### src/rtl/hazard_unit_if.sv
// Decode-stage hazard interface: IF/ID and ID/EX hazard inputs, stall controls and mul/div status.
// The pipeline control side uses the master modport, and the hazard unit uses the slave modport.
interface hazard_unit_if;
    logic [4:0] IFIDRs;
    logic [4:0] IFIDRt;
    logic [4:0] IFIDRd;
    logic       IFIDLongOp;
    logic [4:0] IDEXRt;
    logic       IDEXMemRead;
    logic       PCWrite;
    logic       IFIDWrite;
    logic       IDEXBubble;
    logic       MDBusy;
    logic       MDDone;
    logic [4:0] MDWriteRd;

    modport master (
        output IFIDRs, IFIDRt, IFIDRd, IFIDLongOp, IDEXRt, IDEXMemRead,
        input  PCWrite, IFIDWrite, IDEXBubble, MDBusy, MDDone, MDWriteRd
    );

    modport slave (
        input  IFIDRs, IFIDRt, IFIDRd, IFIDLongOp, IDEXRt, IDEXMemRead,
        output PCWrite, IFIDWrite, IDEXBubble, MDBusy, MDDone, MDWriteRd
    );
endinterface

### src/rtl/hazard_unit.sv
// Load-use and mul/div hazard detection with an in-flight mul/div latency tracker.
// Define HAZARD_STALL_COUNT_EN to add the saturating StallCount port.
module hazard_unit #(
    parameter int unsigned MULDIV_LAT = 4
) (
    input  logic          clk,
    input  logic          reset_n,
    hazard_unit_if.slave  hz
`ifdef HAZARD_STALL_COUNT_EN
    ,
    output logic [15:0]   StallCount
`endif
);
    localparam logic [3:0] LAT = 4'(MULDIV_LAT);

    logic [3:0] cnt_q, cnt_d;
    logic [4:0] pend_rd_q, pend_rd_d;
    logic [4:0] done_rd_q, done_rd_d;
    logic       md_done_q, md_done_d;
    logic       load_use, raw_md, struct_md, stall, issue;

    always_comb begin
        load_use  = hz.IDEXMemRead && (hz.IDEXRt != '0) &&
                    ((hz.IDEXRt == hz.IFIDRs) || (hz.IDEXRt == hz.IFIDRt));
        raw_md    = (cnt_q != '0) && (pend_rd_q != '0) &&
                    ((pend_rd_q == hz.IFIDRs) || (pend_rd_q == hz.IFIDRt));
        struct_md = hz.IFIDLongOp && (cnt_q > 4'd1);
        stall     = load_use || raw_md || struct_md;
        issue     = hz.IFIDLongOp && !stall;
    end

    assign hz.PCWrite    = reset_n && !stall;
    assign hz.IFIDWrite  = reset_n && !stall;
    assign hz.IDEXBubble = !reset_n || stall;
    assign hz.MDBusy     = (cnt_q != '0);
    assign hz.MDDone     = md_done_q;
    assign hz.MDWriteRd  = md_done_q ? done_rd_q : pend_rd_q;

    // The completing destination moves to done_rd so that a reload at cnt==1 can overwrite pend_rd.
    always_comb begin
        cnt_d     = cnt_q;
        pend_rd_d = pend_rd_q;
        done_rd_d = done_rd_q;
        md_done_d = (cnt_q == 4'd1);
        if (cnt_q == 4'd1) begin
            done_rd_d = pend_rd_q;
        end
        if (issue) begin
            cnt_d     = LAT;
            pend_rd_d = hz.IFIDRd;
        end else if (cnt_q != '0) begin
            cnt_d = cnt_q - 4'd1;
        end else begin
            pend_rd_d = '0;
        end
    end

    always_ff @(posedge clk or negedge reset_n) begin
        if (!reset_n) begin
            cnt_q     <= '0;
            pend_rd_q <= '0;
            done_rd_q <= '0;
            md_done_q <= 1'b0;
        end else begin
            cnt_q     <= cnt_d;
            pend_rd_q <= pend_rd_d;
            done_rd_q <= done_rd_d;
            md_done_q <= md_done_d;
        end
    end

`ifdef HAZARD_STALL_COUNT_EN
    logic [15:0] stall_cnt_q, stall_cnt_d;

    always_comb begin
        stall_cnt_d = stall_cnt_q;
        if (stall && (stall_cnt_q != '1)) begin
            stall_cnt_d = stall_cnt_q + 16'd1;
        end
    end

    always_ff @(posedge clk or negedge reset_n) begin
        if (!reset_n) begin
            stall_cnt_q <= '0;
        end else begin
            stall_cnt_q <= stall_cnt_d;
        end
    end

    assign StallCount = stall_cnt_q;
`endif
endmodule

### src/flat_wrapper.sv
// flat-port wrapper written by rule: the top's interface ports become plain ports
module hazard_unit_flat 
#(
    parameter int unsigned MULDIV_LAT = 4
)
  (clk, reset_n, hz_IFIDRs, hz_IFIDRt, hz_IFIDRd, hz_IFIDLongOp, hz_IDEXRt, hz_IDEXMemRead, hz_PCWrite, hz_IFIDWrite, hz_IDEXBubble, hz_MDBusy, hz_MDDone, hz_MDWriteRd);
  hazard_unit_if hz_i ();
  input  logic clk;
  input  logic reset_n;
  input wire logic [$bits(hz_i.IFIDRs)-1:0] hz_IFIDRs;
  input wire logic [$bits(hz_i.IFIDRt)-1:0] hz_IFIDRt;
  input wire logic [$bits(hz_i.IFIDRd)-1:0] hz_IFIDRd;
  input wire logic [$bits(hz_i.IFIDLongOp)-1:0] hz_IFIDLongOp;
  input wire logic [$bits(hz_i.IDEXRt)-1:0] hz_IDEXRt;
  input wire logic [$bits(hz_i.IDEXMemRead)-1:0] hz_IDEXMemRead;
  output wire logic [$bits(hz_i.PCWrite)-1:0] hz_PCWrite;
  output wire logic [$bits(hz_i.IFIDWrite)-1:0] hz_IFIDWrite;
  output wire logic [$bits(hz_i.IDEXBubble)-1:0] hz_IDEXBubble;
  output wire logic [$bits(hz_i.MDBusy)-1:0] hz_MDBusy;
  output wire logic [$bits(hz_i.MDDone)-1:0] hz_MDDone;
  output wire logic [$bits(hz_i.MDWriteRd)-1:0] hz_MDWriteRd;
  assign hz_i.IFIDRs = hz_IFIDRs;
  assign hz_i.IFIDRt = hz_IFIDRt;
  assign hz_i.IFIDRd = hz_IFIDRd;
  assign hz_i.IFIDLongOp = hz_IFIDLongOp;
  assign hz_i.IDEXRt = hz_IDEXRt;
  assign hz_i.IDEXMemRead = hz_IDEXMemRead;
  assign hz_PCWrite = hz_i.PCWrite;
  assign hz_IFIDWrite = hz_i.IFIDWrite;
  assign hz_IDEXBubble = hz_i.IDEXBubble;
  assign hz_MDBusy = hz_i.MDBusy;
  assign hz_MDDone = hz_i.MDDone;
  assign hz_MDWriteRd = hz_i.MDWriteRd;
  hazard_unit #(.MULDIV_LAT(MULDIV_LAT)) u_core (.clk(clk), .reset_n(reset_n), .hz(hz_i));
endmodule
### config.mk
export PLATFORM = sky130hd
export DESIGN_NAME = hazard_unit_flat
export DESIGN_NICKNAME = d
export VERILOG_FILES = /design/src/rtl/hazard_unit_if.sv /design/src/rtl/hazard_unit.sv /design/src/flat_wrapper.sv
export SDC_FILE = /design/constraint.sdc
export NUM_CORES = 1
export LEC_CHECK = 0
export ABC_AREA = 1
export CAP_MARGIN = 25
export CORE_UTILIZATION = 55
export DETAILED_ROUTE_END_ITERATION = 7
export DONT_BUFFER_PORTS = 1
export GPL_TIMING_DRIVEN = 0
export PLACE_DENSITY = 0.7
export SKIP_CTS_REPAIR_TIMING = 1
export SYNTH_ARGS = -nofsm -noshare
export SYNTH_HDL_FRONTEND = slang
export SYNTH_SLANG_ARGS = --single-unit
### constraint.sdc
create_clock -name clk -period 2.25 [get_ports clk]
set_input_delay 0.1125 -clock clk [delete_from_list [all_inputs] [get_ports clk]]
set_output_delay 0.1125 -clock clk [all_outputs]
set_load 0.03 [all_outputs]
[After elaboration in Yosys (flattened, before gate mapping)]
Cells that the tools add are included.
Operators by class
  muxes and demuxes: 5
  equal/unequal tests: 6
  $add $sub $neg: 1
  magnitude comparators: 1
  reduce and logical (&&, ||, !) cells: 18
Operators by type and width (number)
  == test 5 bit: 4
  two-way mux 5 bit: 3
  nonzero test 5 bit: 2
  two-way mux 4 bit: 2
  logical AND 1 bit: 7
  logical OR 1 bit: 5
  == test 4 x 1 -> 1 bit (second input constant): 1
  > comparator 4 x 1 -> 1 bit (second input constant): 1
  nonzero test 4 bit: 1
  subtractor 4 x 1 -> 4 bit (second input constant): 1
  logical NOT 1 bit: 2
  != test 2 x 1 -> 1 bit (second input constant): 1
  nonzero test 2 bit: 1
Word-level totals
  input port bits: 24
  logic and storage cells: 35
  register bits after elaboration: 15
  output and inout port bits: 10

[Depth between registers and ports, before layout]
  depth in word-level cells: 8
  gate-level depth with buffers: 11
  mapped depth without buffers: 10

[Worst setup path after synthesis]
Ideal clock, no wire load.
  path kind: register to output
  start point: register u_core.cnt_q[0]
  end point: output port hz_PCWrite
  arrival time: 1938 ps
  data required time: 2138 ps
  path slack: 199 ps
  path buffers: 1
  cell stages (with the launch flop): 10
  path through: dfrtp_1 -> inv_1 -> ha_1 -> nand2_1 -> o21ai_0 -> inv_1 -> a21boi_4 -> nand3_1 -> inv_1 -> buf_4
On the way
  word-level cells in the longest chain between the ends: 7
  elaborated cells on any way between the ends: 9
  classes of those cells: order compare: 1; reduce/logical: 8
Ends and longest elaborated chain
  start, declared: line hazard_unit.sv:16  | logic [3:0] cnt_q, cnt_d;
  start signal, assigned: line hazard_unit.sv:65  | cnt_q <= cnt_d;
  parallel branches: the longest is 4 deep, another holds > comparator 4 x 1 -> 1 bit
  logical OR 1 bit (*): line hazard_unit.sv:28  | stall = load_use || raw_md || struct_md;
  logical NOT 1 bit (*)
  logical AND 1 bit (*)
  end, declared: line flat_wrapper.sv:16  | output wire logic [$bits(hz_i.PCWrite)-1:0] hz_PCWrite;
Every way passes the cells marked *.

[Worst setup path in the final report]
  start point: register u_core.cnt_q[0]
  end point: register u_core.pend_rd_q[3]
On the way
  word-level cells in the longest chain between the ends: 8
  elaborated cells on any way between the ends: 11
  classes of those cells: order compare: 1; eq/ne: 1; mux: 1; reduce/logical: 8
Ends and longest elaborated chain
  parallel branches: the longest is 8 deep, another holds > comparator 4 x 1 -> 1 bit
  end signal, assigned: line hazard_unit.sv:66  | pend_rd_q <= pend_rd_d;
  end, declared: line hazard_unit.sv:17  | logic [4:0] pend_rd_q, pend_rd_d;
Several ways; the timed one is not identified.
A chain may end at the register's enable or synchronous reset.

==> results.txt <==
----------------------------------------------------
[Clocking]
  CTS tree ... built
  Latest clock arrival within the worst-skew pair ... 0.29 ns
  Root buffer cell ... sky130_fd_sc_hd__clkbuf_4
  Number of buffers created by CTS ... 3
  Maximum clock path buffer count ... 2
  Clock-pin slew of the registers on the worst-case setup and hold paths ... 0.09 ns
  Clock sink total ... 15
  Depth of the CTS H-tree ... 1

[Timing]
  Fmax ... 467 MHz
  Number of pins exceeding their max-slew limit in the final report ... 0
  Tcrit/Tclk final ... 95.2%
  Worst Clk Skew ... 0.00603 ns
  Setup violators final ... 0
  Hold Violations, Final ... 0
  Final worst-path setup slack ... 0.109 ns
  Pin slew with the least headroom to its limit ... 0.955 ns
  Relative slew margins ... 35.6%
  Shortest period the worst path allows ... 2.14 ns

[Final layout]
  Post-synthesis to final-layout area growth ... 12.6%
  Share of cells above drive strength 1 ... 12.6%
  Net count of the finished layout ... 202
  Antenna cell count ... 0
  Layout Utilization ... 69.3%

[Logic synthesis]
  Number of storage elements in the synthesis netlist ... 15
  Post-synth top area cell ... sky130_fd_sc_hd__dfrtp_1
  Number of cells produced by synthesis ... 164
  Top cell type's share of synthesized area ... 33.5%
  Post-Synthesis Net Count ... 190
  Mean post-synth cell area ... 6.83 sq um
  Top area cells in the synthesized netlist ... sky130_fd_sc_hd__dfrtp_1 34%, sky130_fd_sc_hd__nand2_1 17%, sky130_fd_sc_hd__inv_1 7.0%
  Area of the mapped netlist ... 0.00112 sq mm
  Share of synthesized area occupied by flip-flops and latches ... 33.5%
  Number of unique standard cell types used by synthesis ... 20
  Synthesis Warnings ... 0

[Global routing]
  Number of global-route vias before repair ... 808
  Number of antenna violations at the first check in global routing ... 0
  All-layer global routing usage ... 21.2%
  Overflow left after global routing ... 0
  Maximum number of pins on one net before global-route repair ... 17
  Global-route wire length before repair ... 3.26 mm
  Layer with the highest usage after global routing ... met2
  Met3 Usage GRT ... 5.38%
  Met2 track demand over resource in global routing ... 34.4%
  Global Route met1 Usage ... 27.7%

[Worst setup path]
  Setup CP Type ... flip-flop to flip-flop
  Data required time of the critical path ... 2.48 ns
  Biggest cell delay along the critical path ... 0.57 ns
  Cell Chain, Critical Path ... inv_1, ha_1, nand2_1, o21ai_0, inv_1, a21boi_4, buf_4, nand4_1, dlygate4sd3_1, nand2_1
  Sort of element at the end of the critical path ... flip-flop
  WP data arrival ... 2.37 ns
  Crit-path max FO ... 5
  Worst setup SP type ... flip-flop
  Cell with the largest stage delay on the worst path ... sky130_fd_sc_hd__dlygate4sd3_1

[Drt]
  Routed wire length ... 2.38 mm
  Wire length per cell after detailed routing ... 11.9 microns
  Number of detailed-route iterations in the first pass ... 4
  DRC Markers ... 0
  Violation count after the first detailed-routing iteration ... 16
  Number of vias after detailed routing ... 1014
  Average vias per placed instance ... 5.07
  Post-detailed-route count of antenna-violating nets ... 0

[Pwr]
  Worst vdd ir ... 722 uV
  Leakage power figure ... 0.689 nW
  Power density relative to cell area ... 1170 mW/mm^2

[Floorplanning]
  Core Area ... 0.00182 sq mm
  Top Ports ... 34
  Floorplan die area ... 0.00222 sq mm
  Starting density of the core ... 61.5%
  DIE WIDTH ... 47.1 microns
  Die extent in y ... 47.1 microns
  Core Rows ... 15

[Worst hold path]
  HP Class ... input port to flip-flop

[Placed design]
  Final HPWL from detailed placement ... 1.78 mm
  Worst slack at placement ... 0.0604 ns
  Count of buffers inserted at the top-level ports ... 0
  Global placer's final weighted congestion ... 0.754

[Run status]
  Status ... finished clean

[Flow run]
  Number of maximum-capacitance violations ... 0

----------------------------------------------------
-- through the flow --
stage / setup TNS (ns) / instance area, sq um / std cells / hold WS [ns] / total power, mW
2_1_floorplan: 0 / 1120 / 164 / -0.183 / 1.16
3_3_place_gp: 0 / 1150 / 189 / -0.183 / 1.26
3_5_place_dp: 0 / 1150 / 189 / -0.183 / 1.28
4_1_cts: -0.317 / 1180 / 193 / -0.506 / 1.44
5_1_grt: -0.0500 / 1260 / 200 / 0.00155 / 1.61
6_report: 0 / 1260 / 200 / 0.00206 / 1.48
-- report_power, final --
group,total [mW],switching [mW],internal [mW]
Combinational,0.817,0.534,0.283
Sequential,0.499,0.116,0.383
Clock,0.161,0.0945,0.0661
-- critical path: cells and delay by family, from the launching register on --
family | cells | cell delay [ns]
AO/OA/AOI/OAI | 2 | 0.32
buffers and inverters | 4 | 0.92
adder cells (fa/ha/maj) | 1 | 0.18
AND/OR/NAND/NOR | 3 | 0.23
flip-flops | 1 | 0.42
-- final timing paths --
| check | start | end | slack (ns) | depth (start not counted) |
|---|---|---|---|---|
| setup reg to reg | u_core.cnt_q[0] | u_core.pend_rd_q[3] | 0.11 | 10 |
| setup / recovery | u_core.cnt_q[0] | u_core.pend_rd_q[3] | 0.11 | 10 |
| max in group asynchronous | reset_n | u_core.pend_rd_q[3] | 1.53 | 1 |
| hold reg to reg | u_core.done_rd_q[2] | u_core.done_rd_q[2] | 0.49 | 2 |
| hold / removal | hz_IFIDRd[4] | u_core.pend_rd_q[4] | 0.002 | 2 |
| min in group asynchronous | reset_n | u_core.done_rd_q[1] | 0.29 | 1 |
-- sequential cells by signal, summed over array words and instances, names as in the netlist --
signal            flops
u_core.pend_rd_q      5
u_core.done_rd_q      5
u_core.cnt_q          4
u_core.hz.MDDone      1
-- cell usage after synthesis --
cell type / instances
sky130_fd_sc_hd__a21boi_4: 1
sky130_fd_sc_hd__buf_4: 1
sky130_fd_sc_hd__buf_6: 2
sky130_fd_sc_hd__clkbuf_1: 2
sky130_fd_sc_hd__dfrtp_1: 15
sky130_fd_sc_hd__ha_1: 2
sky130_fd_sc_hd__inv_1: 21
sky130_fd_sc_hd__inv_2: 4
sky130_fd_sc_hd__nand2_1: 51
sky130_fd_sc_hd__nand2_2: 4
sky130_fd_sc_hd__nand3_1: 15
sky130_fd_sc_hd__nand3_2: 1
sky130_fd_sc_hd__nand4_1: 6
sky130_fd_sc_hd__nand4_2: 1
sky130_fd_sc_hd__nor2_1: 12
sky130_fd_sc_hd__nor2_2: 1
sky130_fd_sc_hd__nor3_1: 1
sky130_fd_sc_hd__o21ai_0: 13
sky130_fd_sc_hd__xnor2_1: 6
sky130_fd_sc_hd__xor2_1: 5
-- metal layers --
layer | wire, microns | share of wire, %
met1 | 1090 | 46
met4 | 25 | 1.0
met3 | 123 | 5.2
met5 | 0 | 0
met2 | 1140 | 48
-- cell families (layout without fill, tap and decap cells) --
family	Yosys count	in the layout	synth area share (%)
AO/OA/AOI/OAI	14	14	7.49
XOR/XNOR	11	11	8.60
adder cells (fa/ha/maj)	2	2	2.23
buffers and inverters	30	41	11.7
flip-flops	15	15	33.5
AND/OR/NAND/NOR	92	92	36.4
-- cell usage in the layout, fill, tap and decap left out --
cell                             n
sky130_fd_sc_hd__xnor2_1         6
sky130_fd_sc_hd__nand4_2         1
sky130_fd_sc_hd__nand2_1        51
sky130_fd_sc_hd__inv_4           1
sky130_fd_sc_hd__ha_1            2
sky130_fd_sc_hd__nand3_4         1
sky130_fd_sc_hd__nand4_1         6
sky130_fd_sc_hd__dlygate4sd3_1   6
sky130_fd_sc_hd__clkbuf_1        2
sky130_fd_sc_hd__a21boi_4        1
sky130_fd_sc_hd__inv_2           4
sky130_fd_sc_hd__nor2_1         12
sky130_fd_sc_hd__nor2_2          1
sky130_fd_sc_hd__dfrtp_1        15
sky130_fd_sc_hd__xor2_1          5
sky130_fd_sc_hd__nand2_2         4
sky130_fd_sc_hd__nand3_2         1
sky130_fd_sc_hd__nor3_1          1
sky130_fd_sc_hd__clkbuf_4        3
sky130_fd_sc_hd__inv_1          20
sky130_fd_sc_hd__buf_4           2
sky130_fd_sc_hd__buf_6           2
sky130_fd_sc_hd__clkinv_2        1
sky130_fd_sc_hd__nand3_1        14
sky130_fd_sc_hd__o21ai_0        13
-- final cells by class --
type                            count  area [sq um]
Sequential cell                    15           375
Inverter                           25          96.3
Buffer                              5          37.5
Clock buffer                        3          22.5
Clock inverter                      1          5.00
Timing Repair Buffer                7          67.6
Fill cell                         167           559
Multi-Input combinational cell    119           626
Tap cell                           25          31.3
No activity file was read; power rests on OpenSTA's default activity.
